$ cat config.mk
export PLATFORM = sky130hd
export DESIGN_NAME = vga_embarcacao_decoder
export DESIGN_NICKNAME = d
export VERILOG_FILES = /design/src/rtl/embarcacao_pkg.sv /design/src/rtl/vga_cell_mapper.sv /design/src/rtl/vga_embarcacao_decoder.sv
export SDC_FILE = /design/constraint.sdc
export NUM_CORES = 1
export LEC_CHECK = 0
export CORE_MARGIN = 2
export CORE_UTILIZATION = 61
export DETAILED_ROUTE_END_ITERATION = 8
export PLACE_DENSITY = 0.8
export REMOVE_ABC_BUFFERS = 1
export SLEW_MARGIN = 15
export SYNTH_ARGS = -nofsm -noshare
export SYNTH_HDL_FRONTEND = slang
export SYNTH_SLANG_ARGS = --single-unit
export TNS_END_PERCENT = 100
$ cat constraint.sdc
create_clock -name clock -period 22.4 [get_ports clock]
set_input_delay 2.24 -clock clock [delete_from_list [all_inputs] [get_ports clock]]
set_output_delay 2.24 -clock clock [all_outputs]
set_load 0.005 [all_outputs]
$ cat src/rtl/embarcacao_pkg.sv
// Shared types and constants for the ship-position decoder.
// Optional build macro EMBARCACAO_OVERLAP_EN is consumed by vga_embarcacao_decoder.
package embarcacao_pkg;

    localparam int unsigned GRID_N    = 15;
    localparam int unsigned N_ENTRIES = 8;
    localparam int unsigned ENTRY_W   = 8;
    localparam int unsigned COORD_W   = 4;
    localparam int unsigned MAP_W     = GRID_N * GRID_N;
    localparam int unsigned BIT_W     = 8;
    localparam int unsigned IDX_W     = 3;
    localparam int unsigned COUNT_W   = 4;
    localparam int unsigned VEC_W     = N_ENTRIES * ENTRY_W;
    localparam int unsigned PIX_W     = 10;

    typedef enum logic [1:0] {
        S_IDLE   = 2'd0,
        S_CLEAR  = 2'd1,
        S_SCAN   = 2'd2,
        S_COMMIT = 2'd3
    } state_t;

    // Flat bitmap index of 1-based board cell (x, y).
    function automatic logic [BIT_W-1:0] bit_index(input logic [COORD_W-1:0] x,
                                                  input logic [COORD_W-1:0] y);
        return BIT_W'((32'(y) - 32'd1) * GRID_N + (32'(x) - 32'd1));
    endfunction

    // A zero coordinate marks an unused slot.
    function automatic logic coord_valid(input logic [COORD_W-1:0] x,
                                         input logic [COORD_W-1:0] y);
        return (x != '0) && (y != '0);
    endfunction

endpackage

$ cat src/rtl/vga_cell_mapper.sv
// Combinational pixel-to-board-cell mapper: board hit plus 0-based column/row.
module vga_cell_mapper
    import embarcacao_pkg::*;
#(
    parameter int unsigned CELL_LOG2 = 5,
    parameter int unsigned ORIGIN_X  = 80,
    parameter int unsigned ORIGIN_Y  = 0
) (
    input  logic [PIX_W-1:0]   pixel_x,
    input  logic [PIX_W-1:0]   pixel_y,
    output logic               hit,
    output logic [COORD_W-1:0] col,
    output logic [COORD_W-1:0] row
);

    localparam int unsigned EXT_W = PIX_W + 1;
    localparam int unsigned SPAN  = GRID_N << CELL_LOG2;

    logic [EXT_W-1:0] dx;
    logic [EXT_W-1:0] dy;

    // Offsets carry one extra bit so a pixel left of / above the origin shows up as a borrow, not a wrap.
    always_comb begin
        dx  = {1'b0, pixel_x} - EXT_W'(ORIGIN_X);
        dy  = {1'b0, pixel_y} - EXT_W'(ORIGIN_Y);
        hit = !dx[EXT_W-1] && (dx < EXT_W'(SPAN)) &&
              !dy[EXT_W-1] && (dy < EXT_W'(SPAN));
        col = COORD_W'(dx >> CELL_LOG2);
        row = COORD_W'(dy >> CELL_LOG2);
    end

endmodule

$ cat src/rtl/vga_embarcacao_decoder.sv
// Ship-position decoder: latches the 8-entry position vector at frame start, decodes it
// into a double-buffered 15x15 occupancy bitmap, and answers per-pixel occupancy.
// Build macro EMBARCACAO_OVERLAP_EN enables duplicate-cell detection on overlap_err.
module vga_embarcacao_decoder
    import embarcacao_pkg::*;
#(
    parameter int unsigned CELL_LOG2 = 5,
    parameter int unsigned ORIGIN_X  = 80,
    parameter int unsigned ORIGIN_Y  = 0
) (
    input  logic               clock,
    input  logic               reset,
    input  logic               frame_start,
    input  logic [VEC_W-1:0]   posicoesEmbarcacao,
    input  logic [PIX_W-1:0]   pixel_x,
    input  logic [PIX_W-1:0]   pixel_y,
    input  logic               pixel_valid,
    output logic               ship_pixel,
    output logic               map_ready,
    output logic               busy,
    output logic [COUNT_W-1:0] cell_count,
    output logic               overlap_err
);

    state_t               state;
    logic [VEC_W-1:0]     vec;
    logic [IDX_W-1:0]     idx;
    logic [MAP_W-1:0]     shadow;
    logic [MAP_W-1:0]     display;
    logic [COUNT_W-1:0]   shadow_count;

    logic [ENTRY_W-1:0]   entry;
    logic                 entry_valid;
    logic [BIT_W-1:0]     entry_bit;
    logic                 entry_dup;

    logic                 hit;
    logic [COORD_W-1:0]   col;
    logic [COORD_W-1:0]   row;
    logic [BIT_W-1:0]     pix_bit;
    logic                 pix_occ;

    vga_cell_mapper #(
        .CELL_LOG2 (CELL_LOG2),
        .ORIGIN_X  (ORIGIN_X),
        .ORIGIN_Y  (ORIGIN_Y)
    ) u_mapper (
        .pixel_x (pixel_x),
        .pixel_y (pixel_y),
        .hit     (hit),
        .col     (col),
        .row     (row)
    );

    // Current scan entry and pixel lookup; out-of-range indices are always masked by their qualifier.
    always_comb begin
        entry       = vec[32'(idx) * ENTRY_W +: ENTRY_W];
        entry_valid = coord_valid(entry[COORD_W-1:0], entry[ENTRY_W-1:COORD_W]);
        entry_bit   = bit_index(entry[COORD_W-1:0], entry[ENTRY_W-1:COORD_W]);
        entry_dup   = entry_valid && shadow[entry_bit];
        pix_bit     = BIT_W'(32'(row) * GRID_N + 32'(col));
        pix_occ     = hit && display[pix_bit];
    end

    // Decode FSM: latch, clear shadow, scan eight entries, commit to the display buffer.
    always_ff @(posedge clock or posedge reset) begin
        if (reset) begin
            state        <= S_IDLE;
            vec          <= '0;
            idx          <= '0;
            shadow       <= '0;
            shadow_count <= '0;
            display      <= '0;
            cell_count   <= '0;
            map_ready    <= 1'b0;
            busy         <= 1'b0;
        end else begin
            map_ready <= 1'b0;
            case (state)
                S_IDLE: begin
                    if (frame_start) begin
                        vec   <= posicoesEmbarcacao;
                        busy  <= 1'b1;
                        state <= S_CLEAR;
                    end
                end
                S_CLEAR: begin
                    shadow       <= '0;
                    shadow_count <= '0;
                    idx          <= '0;
                    state        <= S_SCAN;
                end
                S_SCAN: begin
                    if (entry_valid) begin
                        shadow[entry_bit] <= 1'b1;
                        if (!entry_dup) begin
                            shadow_count <= shadow_count + COUNT_W'(1);
                        end
                    end
                    if (idx == IDX_W'(N_ENTRIES - 1)) begin
                        state <= S_COMMIT;
                    end else begin
                        idx <= idx + IDX_W'(1);
                    end
                end
                S_COMMIT: begin
                    display    <= shadow;
                    cell_count <= shadow_count;
                    map_ready  <= 1'b1;
                    busy       <= 1'b0;
                    state      <= S_IDLE;
                end
                default: state <= S_IDLE;
            endcase
        end
    end

`ifdef EMBARCACAO_OVERLAP_EN
    logic shadow_ovl;

    // Duplicate-cell flag, built alongside the shadow map and published at commit.
    always_ff @(posedge clock or posedge reset) begin
        if (reset) begin
            shadow_ovl  <= 1'b0;
            overlap_err <= 1'b0;
        end else if (state == S_CLEAR) begin
            shadow_ovl <= 1'b0;
        end else if (state == S_SCAN) begin
            if (entry_dup) begin
                shadow_ovl <= 1'b1;
            end
        end else if (state == S_COMMIT) begin
            overlap_err <= shadow_ovl;
        end
    end
`else
    assign overlap_err = 1'b0;
`endif

    // Registered pixel answer, one cycle behind the pixel coordinates.
    always_ff @(posedge clock or posedge reset) begin
        if (reset) begin
            ship_pixel <= 1'b0;
        end else begin
            ship_pixel <= pixel_valid && pix_occ;
        end
    end

endmodule

==> results.sh <==
export IMPL_fp_dieArea_um2=43000
export IMPL_drtIter0Drc=1614
export IMPL_hold_viol_final=0
export IMPL_fin_skew_ps=26.7
export IMPL_layout_nets=2119
export IMPL_avgSynthCellArea_um2=13.1
export IMPL_ys_seq_area_share_pct=52.6
export IMPL_wl_per_cell_um=23.6
export IMPL_synthAdderAreaFrac_pct=3.51
export IMPL_synthMuxAreaShare_pct=26.7
export IMPL_crit_chain="buf_4 > mux4_2 > mux2i_1 > ha_1 > xnor2_1 > inv_1 > fa_1 > inv_1 > ha_1 > inv_1 > fa_1 > fa_1 > xor2_2 > buf_4 > mux4_2 > nor3b_1 > o31ai_1 > nand4_1 > o31ai_4 > nand2b_1 > a311o_1"
export IMPL_crit_fanout=17
export IMPL_drv_slew=0
export IMPL_r2r_end="shadow_count[3]"
export IMPL_r2r_start="idx[0]"
export IMPL_rr_worst_depth=21
export IMPL_max_stage_delay_ps=650
export IMPL_synth_edff_count=0
export IMPL_rsz0062_at_grt="false"
export IMPL_grt_first_pass_wirelength_um=96400
export IMPL_synth_compound_area_share_pct=6.62
export IMPL_cts_buffers_inserted=53
export IMPL_ys_flop_type="dfrtp_1"
export IMPL_cts_setup_buffers=0
export IMPL_ys_seq_elements=530
export IMPL_synth_top_family_by_area="multiplexers"
export IMPL_insertion_delay_ps=600
export IMPL_critPathCaptureType="flop"
export IMPL_worstMarginPinSlew_ps=1220
export IMPL_cts_buffer_depth=3
export IMPL_gp_congestion=0.854
export IMPL_cts_clk_slew_worst_paths_ps=60
export IMPL_syn_inst=1924
export IMPL_h_tree_depth=2
export IMPL_period_minus_slack_ps=7380
export IMPL_drc=1
export IMPL_cts_hold_buffers=0
export IMPL_max_cap_violations=0
export IMPL_cts_sinks=530
export IMPL_post_cts_resized=0
export IMPL_tns_ps=0
export IMPL_syn_area_um2=25200
export IMPL_wirelength_um=60100
export IMPL_critical_path_class="flop to flop"
export IMPL_synth_simple_gate_area_share_pct=6.65
export IMPL_max_freq_mhz=135
export IMPL_tritoncts="done"
export IMPL_period_share_pct=33.0
export IMPL_slowest_stage="mux2i_1"
export IMPL_grt_overflow=0
export IMPL_grt_pass1_vias=17400
export IMPL_ys_types=65
export IMPL_wl_met1_um=23700
export IMPL_portBuffers=85
export IMPL_worstSetupStartpointType="flop"
export IMPL_layout_drive_gt1_share_pct=29.1
export IMPL_route_met2_wl_um=29200
export IMPL_grt_max_degree=186
export IMPL_initial_core_util_pct=61.8
export IMPL_min_path_type="flop to flop"
export IMPL_grtUsageTotal_pct=28.4
export IMPL_failed_checks="design-rule violations"
export IMPL_slew_headroom_pct=18.2
export IMPL_yosysWarnings=0
export IMPL_top_layer_used="met4"
export IMPL_antennaDiodeCount=0
export IMPL_vias=16400
export IMPL_synthXorXnorAreaFrac_pct=0.928
export IMPL_route_met3_wl_um=5200
export IMPL_regToRegSetupSlack_ps=15020
export IMPL_grt_antenna_before_repair=0
export IMPL_cts_root_buf="clkbuf_16"
export IMPL_endpoint="shadow_count[3]"
export IMPL_rows=74
export IMPL_io_pins=96
export IMPL_ant_nets=0
export IMPL_cp_startpoint="idx[0]"
export IMPL_status="finished, violations left"
export IMPL_dp_hpwl_um=37200
export IMPL_via_per_inst=6.45
export IMPL_die_w_um=207
export IMPL_firstDrtPassIters=9
export IMPL_arrival_ps=7870
export IMPL_die_y_um=207
export IMPL_cp_required_ps=22880
export IMPL_synth_async_reset_ratio_pct=100
export IMPL_setup_viol_count_final=0
export IMPL_coreArea_um2=40800
export IMPL_area_growth_pct=12.4
[routing by layer]
metal / track usage (%) / up-vias
met2: 44.9 / 763
met3: 7.44 / 141
met1: 38.6 / 8498
met5: 0 / -
li1: - / 7013
met4: 10.5 / 0
[Yosys cell counts (2+ instances only)]
master,number,share of area (%)
a311o_1,2,0.079
nand2b_4,2,0.11
buf_6,3,0.13
a21oi_1,235,4.7
nor2_2,2,0.050
xor2_1,8,0.28
nand2_1,37,0.55
nor2_4,10,0.45
a2111oi_0,2,0.069
and2_1,2,0.050
o21bai_1,2,0.060
nand2b_1,6,0.15
o221ai_1,3,0.10
nand4_1,6,0.15
mux2_2,298,13
nor4b_1,2,0.069
fa_1,18,1.4
o21a_1,3,0.089
a31oi_1,6,0.15
dfrtp_1,530,53
nor3b_1,3,0.089
o21ai_0,11,0.22
a311oi_1,2,0.069
a21o_1,3,0.089
ha_1,42,2.1
nor2b_1,16,0.40
o31ai_1,2,0.060
a22oi_1,3,0.089
mux2i_1,16,0.63
buf_4,15,0.45
or3_1,2,0.050
inv_1,52,0.77
mux4_2,142,13
a211oi_1,4,0.12
a22o_1,2,0.069
xnor2_1,16,0.56
buf_1,3,0.045
nand3_1,9,0.18
clkbuf_1,73,1.1
buf_2,27,0.54
nand3b_1,3,0.089
nor3_1,6,0.12
a211o_1,3,0.10
nor2_1,270,4.0
o311a_1,2,0.079
[cell type report]
type	instances	area [µm²]
sequential	530	13300
fill	2680	12500
multi-input combinational	1221	11300
clock buffer	81	1580
timing repair buffer	113	1070
tap	532	666
clock inverter	16	269
inverter	52	203
[metrics by stage]
| step | utilization [%] | setup WS (ps) | hold WS, ps | std cells | area, µm² |
|---|---|---|---|---|---|
| final | 69.4 | 15020 | 502 | 2545 | 28400 |
| after global routing | 69.4 | 14690 | 516 | 2545 | 28400 |
| after CTS | 69.4 | 14990 | 502 | 2545 | 28400 |
| after detailed placement | 64.9 | 15030 | 488 | 2448 | 26500 |
| after global placement | 64.9 | 15140 | 481 | 2448 | 26500 |
| after floorplan | - | 5350 | 471 | 1803 | 24700 |
[placed cells by master (no fill, tap or decap), types with 7 or more instances in the layout]
cell	Yosys	layout
bufinv_16	0	7
a21oi_1	235	235
nor2_1	270	270
nor2_4	10	10
clkdlybuf4s50_1	0	85
mux2_2	298	298
clkinv_2	0	7
clkbuf_8	0	13
fa_1	18	18
inv_1	52	51
dfrtp_1	530	530
o21ai_0	11	11
buf_4	15	27
nand3_1	9	9
mux2i_1	16	16
clkbuf_16	0	54
xnor2_1	16	15
nor2b_1	16	15
nand2_1	37	36
ha_1	42	37
clkbuf_1	73	14
mux4_2	142	142
[logic make-up after synthesis]
logic type | count (synthesis)
flops | 530
fa+ha+maj | 60
mux | 457
compound gates | 298
simple gates | 380
xor+xnor | 25
buf+inv | 173
other cells | 1
[flip-flops by register name, indices dropped and copies added, names as in the netlist]
name / cells
busy: 1
shadow_count: 4
display: 225
shadow: 225
vec: 64
cell_count: 4
idx: 3
state: 2
ship_pixel: 1
map_ready: 1
[how the worst min path moves through the flow]
stage | startpoint | end | slack (ps) | cells past startpoint
5_1_grt | vec[50] | vec[50] | 520 | 1
3_5_place_dp | vec[50] | vec[50] | 490 | 1
2_1_floorplan | vec[2] | vec[2] | 470 | 1
6_report | vec[27] | vec[27] | 500 | 1
3_3_place_gp | vec[2] | vec[2] | 480 | 1
4_1_cts | vec[50] | vec[50] | 500 | 1
[worst max-delay path, delay by kind of cell, from the launching register on]
| family | cells | cell delay (ps) |
|---|---|---|
| flops | 1 | 320 |
| xor+xnor | 2 | 800 |
| compound gates | 3 | 850 |
| buf+inv | 5 | 880 |
| fa+ha+maj | 5 | 2200 |
| simple gates | 3 | 500 |
| mux | 3 | 1700 |
Power is left out: the tool's default activity adds up to more than one toggle a clock period on the data nets, which glitch-free logic cannot reach.
